## src/rtl/restador_pkg.sv

```systemverilog
// Shared types and defaults for the bit-serial subtractor.
package restador_pkg;

  // Default operand/result width in bits.
  localparam int unsigned DEF_WIDTH = 8;

  // Control FSM states.
  typedef enum logic [1:0] {
    IDLE  = 2'd0,
    SHIFT = 2'd1,
    DONE  = 2'd2
  } state_t;

endpackage

```

## src/rtl/restador_completo_1b.sv

```systemverilog
// One-bit full subtractor: x - y - bi -> difference di, borrow-out bo.
module restador_completo_1b (
  input  logic x,
  input  logic y,
  input  logic bi,
  output logic di,
  output logic bo
);

  // Difference bit and borrow generated or propagated through this bit.
  always_comb begin
    di = x ^ y ^ bi;
    bo = (~x & y) | (~(x ^ y) & bi);
  end

endmodule

```

## src/rtl/restador_serial.sv

```systemverilog
// LSB-first bit-serial subtractor d = a - b - bin with start/busy/done handshake.
module restador_serial
  import restador_pkg::*;
#(
  parameter int unsigned WIDTH = DEF_WIDTH
) (
  input  logic             clk,
  input  logic             rst,
  input  logic             start,
  input  logic [WIDTH-1:0] a,
  input  logic [WIDTH-1:0] b,
  input  logic             bin,
  output logic [WIDTH-1:0] d,
  output logic             bout,
  output logic             ovf,
  output logic             busy,
  output logic             done
);

  localparam int unsigned     CNT_W    = (WIDTH > 1) ? $clog2(WIDTH) : 1;
  localparam logic [CNT_W-1:0] CNT_LAST = CNT_W'(WIDTH - 1);

  state_t           state;
  state_t           state_nxt;
  logic             busy_nxt;
  logic             done_nxt;
  logic             load_c;
  logic             shift_c;
  logic             last_c;

  logic [WIDTH-1:0] ra;
  logic [WIDTH-1:0] rb;
  logic             br;
  logic [CNT_W-1:0] cnt;
  logic             di_c;
  logic             bo_c;

  // Single full-subtractor cell working on the current LSBs and held borrow.
  restador_completo_1b u_cell (
    .x  (ra[0]),
    .y  (rb[0]),
    .bi (br),
    .di (di_c),
    .bo (bo_c)
  );

  // State register with registered handshake outputs.
  always_ff @(posedge clk) begin
    if (rst) begin
      state <= IDLE;
      busy  <= 1'b0;
      done  <= 1'b0;
    end else begin
      state <= state_nxt;
      busy  <= busy_nxt;
      done  <= done_nxt;
    end
  end

  // Next-state decode and datapath control strobes.
  always_comb begin
    state_nxt = state;
    busy_nxt  = 1'b0;
    done_nxt  = 1'b0;
    load_c    = 1'b0;
    shift_c   = 1'b0;
    last_c    = 1'b0;
    case (state)
      IDLE: begin
        if (start) begin
          load_c    = 1'b1;
          state_nxt = SHIFT;
          busy_nxt  = 1'b1;
        end
      end
      SHIFT: begin
        shift_c = 1'b1;
        if (cnt == CNT_LAST) begin
          last_c    = 1'b1;
          state_nxt = DONE;
          done_nxt  = 1'b1;
        end else begin
          busy_nxt = 1'b1;
        end
      end
      DONE: begin
        // start is deliberately not looked at here; it is not queued.
        state_nxt = IDLE;
      end
      default: begin
        state_nxt = IDLE;
      end
    endcase
  end

  // Operand/result shift registers, borrow chain, bit counter and flags.
  always_ff @(posedge clk) begin
    if (rst) begin
      ra   <= '0;
      rb   <= '0;
      br   <= 1'b0;
      cnt  <= '0;
      d    <= '0;
      bout <= 1'b0;
      ovf  <= 1'b0;
    end else if (load_c) begin
      ra   <= a;
      rb   <= b;
      br   <= bin;
      cnt  <= '0;
      d    <= '0;
      bout <= 1'b0;
      ovf  <= 1'b0;
    end else if (shift_c) begin
      d  <= {di_c, d[WIDTH-1:1]};
      ra <= {1'b0, ra[WIDTH-1:1]};
      rb <= {1'b0, rb[WIDTH-1:1]};
      br <= bo_c;
      if (last_c) begin
        // Counter parks at its terminal value instead of wrapping.
        bout <= bo_c;
        ovf  <= br ^ bo_c;
      end else begin
        cnt <= cnt + CNT_W'(1);
      end
    end
  end

endmodule

```

## config.mk

```make
export PLATFORM = sky130hd
export DESIGN_NAME = restador_serial
export DESIGN_NICKNAME = d
export VERILOG_FILES = /design/src/rtl/restador_pkg.sv /design/src/rtl/restador_completo_1b.sv /design/src/rtl/restador_serial.sv
export SDC_FILE = /design/constraint.sdc
export NUM_CORES = 1
export LEC_CHECK = 0
export CORE_ASPECT_RATIO = 1.75
export CORE_MARGIN = 3
export CORE_UTILIZATION = 47
export CTS_BUF_LIST = sky130_fd_sc_hd__clkbuf_8
export DETAILED_ROUTE_END_ITERATION = 12
export GPL_TIMING_DRIVEN = 0
export PLACE_DENSITY = 0.84
export SETUP_SLACK_MARGIN = 0.02
export SLEW_MARGIN = 20
export SYNTH_ARGS = -nofsm -noshare
export SYNTH_HDL_FRONTEND = slang
export SYNTH_SLANG_ARGS = --single-unit
```

## constraint.sdc

```tcl
create_clock -name clk -period 1.3 [get_ports clk]
set_input_delay 0.195 -clock clk [delete_from_list [all_inputs] [get_ports clk]]
set_output_delay 0.195 -clock clk [all_outputs]
set_load 0.01 [all_outputs]
```

==> metrics.md, run 1 <==
| Metric | Value |
|---|---|
| Clock sink total | `34` |
| Rel. slew slack | `59.4%` |
| Register-to-Register Path Depth | `5` |
| Cell area after synthesis | `0.00155 mm^2` |
| Maximum fanout along the worst path | `3` |
| Placer Congestion | `0.905` |
| Total GRT Usage | `19.9%` |
| Largest net degree at the start of global routing | `11` |
| Crit path launch | `br$_SDFFE_PP0P_` |
| Rows | `27` |
| Initial core utilization | `49.3%` |
| Final Instance Area | `0.00210 mm^2` |
| Vias in the first global route | `1404` |
| Aggregate global routing overflow | `0` |
| Slew Limit Fails | `0` |
| Post-synth top area cell | `dfxtp_1` |
| Yosys warning count | `0` |
| Final #Nets | `226` |
| Total CTS buffers | `5` |
| Initial antenna violation count | `0` |
| Number of routed nets with antenna violations | `0` |
| Die ar. | `0.00405 mm^2` |
| Max stage delay on crit path | `420 ps` |
| Drt total wl | `3620 um` |
| Seq/Total Area, Yosys | `43.9%` |
| Clock buffer depth | `2` |
| Fillers | `266` |
| Slowest CP cell | `fa_2` |
| Commonest non-fill, non-tap cell in the layout | `dfxtp_1` |
| Final period utilization | `96.8%` |
| Status | `complete, no violations` |
| Synthesized flop and latch total | `34` |
| Leak Pwr | `0.000812 uW` |
| Arrival @ worst endpoint | `1480 ps` |
| Unrepaired setup endpoints after global routing | `true` |
| HP Class | `reg2reg` |
| DIE HEIGHT | `81.9 um` |
| Layout cells sized above 1 | `28.4%` |
| Multi-input gate area | `800 um^2` |
| TritonCTS clock tree | `built` |
| Layout area overhead | `35.3%` |
| Post-route minimum period | `1260 ps` |
| DR vias/cell | `5.36` |
| Crit-path cells | `inv_2 > fa_2 > xnor2_2 > nand3_1 > a21oi_2` |
| Mapped Avg Cell Area | `9.56 um^2` |
| Most frequent cells in the layout | `31 x dfxtp_1, 20 x nand2_1, 18 x clkdlybuf4s50_1` |
| Clock-pin transition on the worst setup and hold timing paths | `70 ps` |
| Cells after Synth | `162` |
| DRC | `0` |
| Width of the die | `49.4 um` |
| H-tree Lvls | `2` |
| Distinct cell type count after synthesis | `35` |
| R2r startpoint | `br$_SDFFE_PP0P_` |
| CP Capture Type | `flop` |
| Routed wire per std cell | `14.6 um` |
| IO buf count | `31` |
| Synth area leaders | `dfxtp_1 44%, a211oi_2 8.1%, nand2_1 4.8%` |
| Reg area | `684 um^2` |
| Max Fclk | `795 MHz` |
| Peak supply drop | `0.980 mV` |
| First-pass GRT wire length | `6000 um` |
| Hold_ws | `468 ps` |
| Startpoint class of the critical path | `flop` |
| Pwr/cell area | `1130 mW/mm^2` |
| Core ar. | `0.00314 mm^2` |
| First-pass detailed-route iteration total | `4` |
| Setup Viol. Count Final | `0` |
| Ant. Diodes | `0` |
| Setup CP Type | `reg2reg` |
| Overall power | `2370 uW` |
| Net Count, Synth | `185` |
| Max-capacitance violation count | `0` |
| Final core occ | `66.7%` |
| DR vias | `1324` |
| Hold Vio Cnt, Final | `0` |
| CP Data Required Time | `1520 ps` |
| Hold Crit Start | `d[3]$_SDFFE_PP0P_` |
| IO Count | `32` |
| Worst-Margin Slew | `608 ps` |
| Area share of the largest cell type after synthesis | `43.9%` |
| Clock Skew | `6.35 ps` |
| WHS Path Cells | `2` |
| Placed Area | `0.00191 mm^2` |
| Post-DP HPWL | `2610 um` |
| CTS Root Cell | `clkbuf_8` |
| Initial DRC Count | `22` |
| Worst-Skew Late Latency | `290 ps` |
==> worst paths after layout <==
path | end | slack [ps]
max | ovf$_SDFFE_PP0P_ | 40
min | d[2]$_SDFFE_PP0P_ | 470
max reg2reg | ovf$_SDFFE_PP0P_ | 40
min reg2reg | d[2]$_SDFFE_PP0P_ | 470
==> timing repair <==
action                     CTS  global route
setup buffers                0             3
gates resized for setup     20            11
hold buffers                 0             0
setup endpoints to repair   20            13
pin swaps                    2             7
==> cells by family after synthesis <==
group	Yosys count	share of synthesized area, %
compound gates	50	25.8
xor+xnor	2	1.13
fa+ha+maj	3	2.91
buf+inv	17	8.24
flops	34	43.9
simple gates	56	17.9
==> Yosys cell counts (all sizes together) <==
cell,number
xnor2,2
o21bai,1
o22ai,6
o21ba,1
ha,2
o21ai,4
a21oi,12
nor3b,4
inv,4
a311oi,1
nor2,26
nand2b,2
a22oi,2
clkbuf,2
o2bb2ai,8
fa,1
a211oi,13
dfxtp,34
or2,1
buf,11
nand3,1
nor2b,1
a221oi,2
nand2,20
nand3b,1
==> layout make-up <==
cell class / count / area share [%]
Buffer: 13 / 5.67
Multi-Input combinational cell: 111 / 38.1
Clock inverter: 2 / 0.418
Tap cell: 43 / 2.57
Sequential cell: 34 / 32.7
Inverter: 4 / 0.716
Timing Repair Buffer: 34 / 15.9
Clock buffer: 6 / 3.94
==> sequential cells by signal, summed over array words and instances, names as in the netlist <==
name and cells:
done 1, cnt 3, rb 8, bout 1
state 2, br 1, busy 1, d 8
ovf 1, ra 8
==> routing by layer <==
| metal | routed length, um | track usage (%) | vias up |
|---|---|---|---|
| met5 | 0 | 0 | - |
| met3 | 178 | 5.81 | 13 |
| met1 | 1300 | 17.7 | 616 |
| met4 | 148 | 13.6 | 0 |
| li1 | - | - | 652 |
| met2 | 1990 | 37.9 | 43 |
==> worst max-delay path: cells and delay by family (launching register included) <==
kind,cells,cell delay (ps)
AOI/OAI and AO/OA,1,130
xor gates and xnor gates,1,160
adders and majority gates,1,420
buffers and inverters,1,50
DFF,1,340
and+or+nand+nor,1,90
==> per-stage QoR <==
step	setup slack, ps	instances	setup TNS, ps
floorplan	31.5	162	0
global placement	-203	236	-4240
detailed placement	-245	236	-5280
CTS	18.4	244	0
global route	-16.0	247	-24.4
finish	41.4	247	0
==> report_power, final <==
| part | leakage (uW) | internal (uW) | switching, uW |
|---|---|---|---|
| clock | 0.0000524 | 419 | 383 |
| combinational | 0.000480 | 224 | 203 |
| sequential | 0.000280 | 1100 | 38.8 |
| total | 0.000812 | 1750 | 625 |
No activity file was read; power rests on OpenSTA's default activity.
==> run 2: changes to the inputs <==
Settings changed: CORE_UTILIZATION 47 to 51, HOLD_SLACK_MARGIN set to 0.12, PLACE_DENSITY 0.84 to 0.87.
Clock period 1.3 ns to 1.2 ns, I/O delays scaled along.
==> run 2 against run 1 <==
The run now ends with negative setup slack left; clock power grew 30%; highest routed layer unchanged; sequential share of layout area shrank 2.9 points; worst hold slack lost 3.3 ps; largest power group unchanged; global-route usage grew 3.0 points; routed wire length grew 28%; sequential power grew 9.6%; power grew 21%; die area shrank 7.1%.
==> metrics.md, run 2 (synthesized netlist as in run 1, its figures left out) <==
| Metric | Value |
|---|---|
| Layout cells sized above 1 | `42.5% (was 28.4%)` |
| DRC | `0 (unchanged)` |
| Rel. slew slack | `81.2% (was 59.4%)` |
| Clock-pin transition on the worst setup and hold timing paths | `70 ps (about the same)` |
| Register-to-Register Path Depth | `5 (unchanged)` |
| First-pass detailed-route iteration total | `5 (was 4)` |
| Initial DRC Count | `62 (was 22)` |
| Ant. Diodes | `0 (unchanged)` |
| Leak Pwr | `0.000914 uW (was 0.000812 uW)` |
| Unrepaired setup endpoints after global routing | `true (unchanged)` |
| H-tree Lvls | `2 (unchanged)` |
| Drt total wl | `4630 um (was 3620 um)` |
| Routed wire per std cell | `19.4 um (was 14.6 um)` |
| Largest regs | `d (8), ra (8), rb (8) (unchanged)` |
| CP Data Required Time | `1400 ps (was 1520 ps)` |
| Commonest non-fill, non-tap cell in the layout | `dfxtp_1 (unchanged)` |
| Crit-path cells | `inv_2 > fa_2 > xnor2_2 > nand3_1 > a21oi_1 (was inv_2 > fa_2 > xnor2_2 > nand3_1 > a21oi_2)` |
| Post-Place Worst Slack | `-320 ps (was -245 ps)` |
| Layout area overhead | `49.4% (was 35.3%)` |
| Slew Limit Fails | `0 (unchanged)` |
| Setup TNS | `-380 ps (was 0 ps)` |
| Initial antenna violation count | `0 (unchanged)` |
| Clock sink total | `34 (unchanged)` |
| Slowest CP cell | `fa_2 (unchanged)` |
| Post-route insts no fill | `239 (was 247)` |
| TritonCTS clock tree | `built (unchanged)` |
| Worst-Margin Slew | `281 ps (was 608 ps)` |
| Final core occ | `82.2% (was 66.7%)` |
| IO buf count | `31 (unchanged)` |
| Clock buffer depth | `2 (unchanged)` |
| Placer Congestion | `0.838 (was 0.905)` |
| WHS Path Cells | `2 (unchanged)` |
| CTS Root Cell | `clkbuf_8 (unchanged)` |
| Max Fclk | `738 MHz (was 795 MHz)` |
| Aggregate global routing overflow | `0 (unchanged)` |
| Hold Vio Cnt, Final | `0 (unchanged)` |
| Failing checks | `negative setup slack` |
| Post-route minimum period | `1350 ps (was 1260 ps)` |
| Die ar. | `0.00376 mm^2 (was 0.00405 mm^2)` |
| IO Count | `32 (unchanged)` |
| Total CTS buffers | `5 (unchanged)` |
| HP Class | `reg2reg (unchanged)` |
| Final period utilization | `113% (was 96.8%)` |
| Startpoint class of the critical path | `flop (unchanged)` |
| M1 WL | `1610 um (was 1300 um)` |
| First-pass GRT wire length | `6230 um (was 6000 um)` |
| Top layer reached by signal wires | `met4 (unchanged)` |
| Post-DP HPWL | `2570 um (was 2610 um)` |
| Vias in the first global route | `1408 (was 1404)` |
| Initial core utilization | `55.0% (was 49.3%)` |
| Max stage delay on crit path | `430 ps (was 420 ps)` |
| Most frequent cells in the layout | `28 x dfxtp_1, 19 x nand2_1, 18 x clkdlybuf4s50_1 (was 31 x dfxtp_1, 20 x nand2_1, 18 x clkdlybuf4s50_1)` |
| Met2 wire length | `2550 um (was 1990 um)` |
| Number of routed nets with antenna violations | `0 (unchanged)` |
| Largest net degree at the start of global routing | `12 (was 11)` |
| Arrival @ worst endpoint | `1560 ps (was 1480 ps)` |
| Maximum fanout along the worst path | `3 (unchanged)` |
| Setup CP Type | `reg2reg (unchanged)` |
| Pwr/cell area | `1240 mW/mm^2 (was 1130 mW/mm^2)` |
| DR vias/cell | `6.00 (was 5.36)` |
| CP Capture Type | `flop (unchanged)` |
| Total GRT Usage | `22.8% (was 19.9%)` |
| DIE HEIGHT | `78.9 um (was 81.9 um)` |
| DR WL met3 | `202 um (was 178 um)` |
| Worst-Skew Late Latency | `290 ps (about the same)` |
| Core ar. | `0.00282 mm^2 (was 0.00314 mm^2)` |
| Status | `finished, violations left (was complete, no violations)` |
| Width of the die | `47.7 um (was 49.4 um)` |
| Peak supply drop | `1.11 mV (was 0.980 mV)` |
| Placed Cells | `220 (was 236)` |
| Setup Viol. Count Final | `7 (was 0)` |
| Clock Skew | `12.4 ps (was 6.35 ps)` |
| Final #Nets | `234 (was 226)` |
| DR vias | `1434 (was 1324)` |
| Rows | `25 (was 27)` |
| Max-capacitance violation count | `0 (unchanged)` |
| Final setup margin | `-154 ps (was 41.4 ps)` |
[run 2: cell types whose count changed in the layout (fill, tap and decap cells not counted), moves of 3 or more]
cell	delta
a21oi_1	-7
a21oi_2	+7
buf_4	+3
dfxtp_1	-3
dfxtp_2	+3
[run 2: critical path, delay by kind of cell, from the launching register on]
kind	cells	cell delay, ps
xor+xnor	1	160
fa+ha+maj	1	430
simple gates	1	80
compound gates	1	170
flops	1	360
buf+inv	1	70
[run 2: metal layers]
layer,GRT usage [%],vias up
met5,0,-
li1,-,668
met4,9.16,0
met1,23.1,683
met2,41.0,58
met3,6.12,25
[run 2: worst paths after layout]
kind	endpoint	slack, ps	start
setup reg to reg	ovf$_SDFFE_PP0P_	-150	br$_SDFFE_PP0P_
setup / recovery	ovf$_SDFFE_PP0P_	-150	br$_SDFFE_PP0P_
hold / removal	d[0]$_SDFFE_PP0P_	460	d[0]$_SDFFE_PP0P_
hold reg to reg	d[0]$_SDFFE_PP0P_	460	d[0]$_SDFFE_PP0P_
[run 2: repair_timing]
action	4_1_cts	5_1_grt
buffers inserted	4	4
pin swaps	5	21
gates resized for setup	24	40
setup endpoints to repair	29	33
endpoints found under the hold margin	0	0
hold buffers	0	0
cloned	0	3
[run 2: stage by stage]
step,hold WS [ps],area (um^2),total power (uW)
after floorplan,259,1570,1560
after global placement,443,1910,1680
after detailed placement,447,1910,1700
after CTS,460,2090,2740
after global routing,481,2310,2980
final,465,2310,2870
[run 2: power breakdown]
group / switching (uW) / internal (uW)
clock: 430 / 611
sequential: 53.3 / 1200
combinational: 274 / 306
[run 2: final cells by class]
cell class                      count  area (um^2)
Buffer                             13          140
Clock buffer                        5         68.8
Clock inverter                      3         40.0
Fill cell                         164          502
Inverter                            4         17.5
Multi-Input combinational cell    111          893
Sequential cell                    34          688
Tap cell                           27         33.8
Timing Repair Buffer               42          432
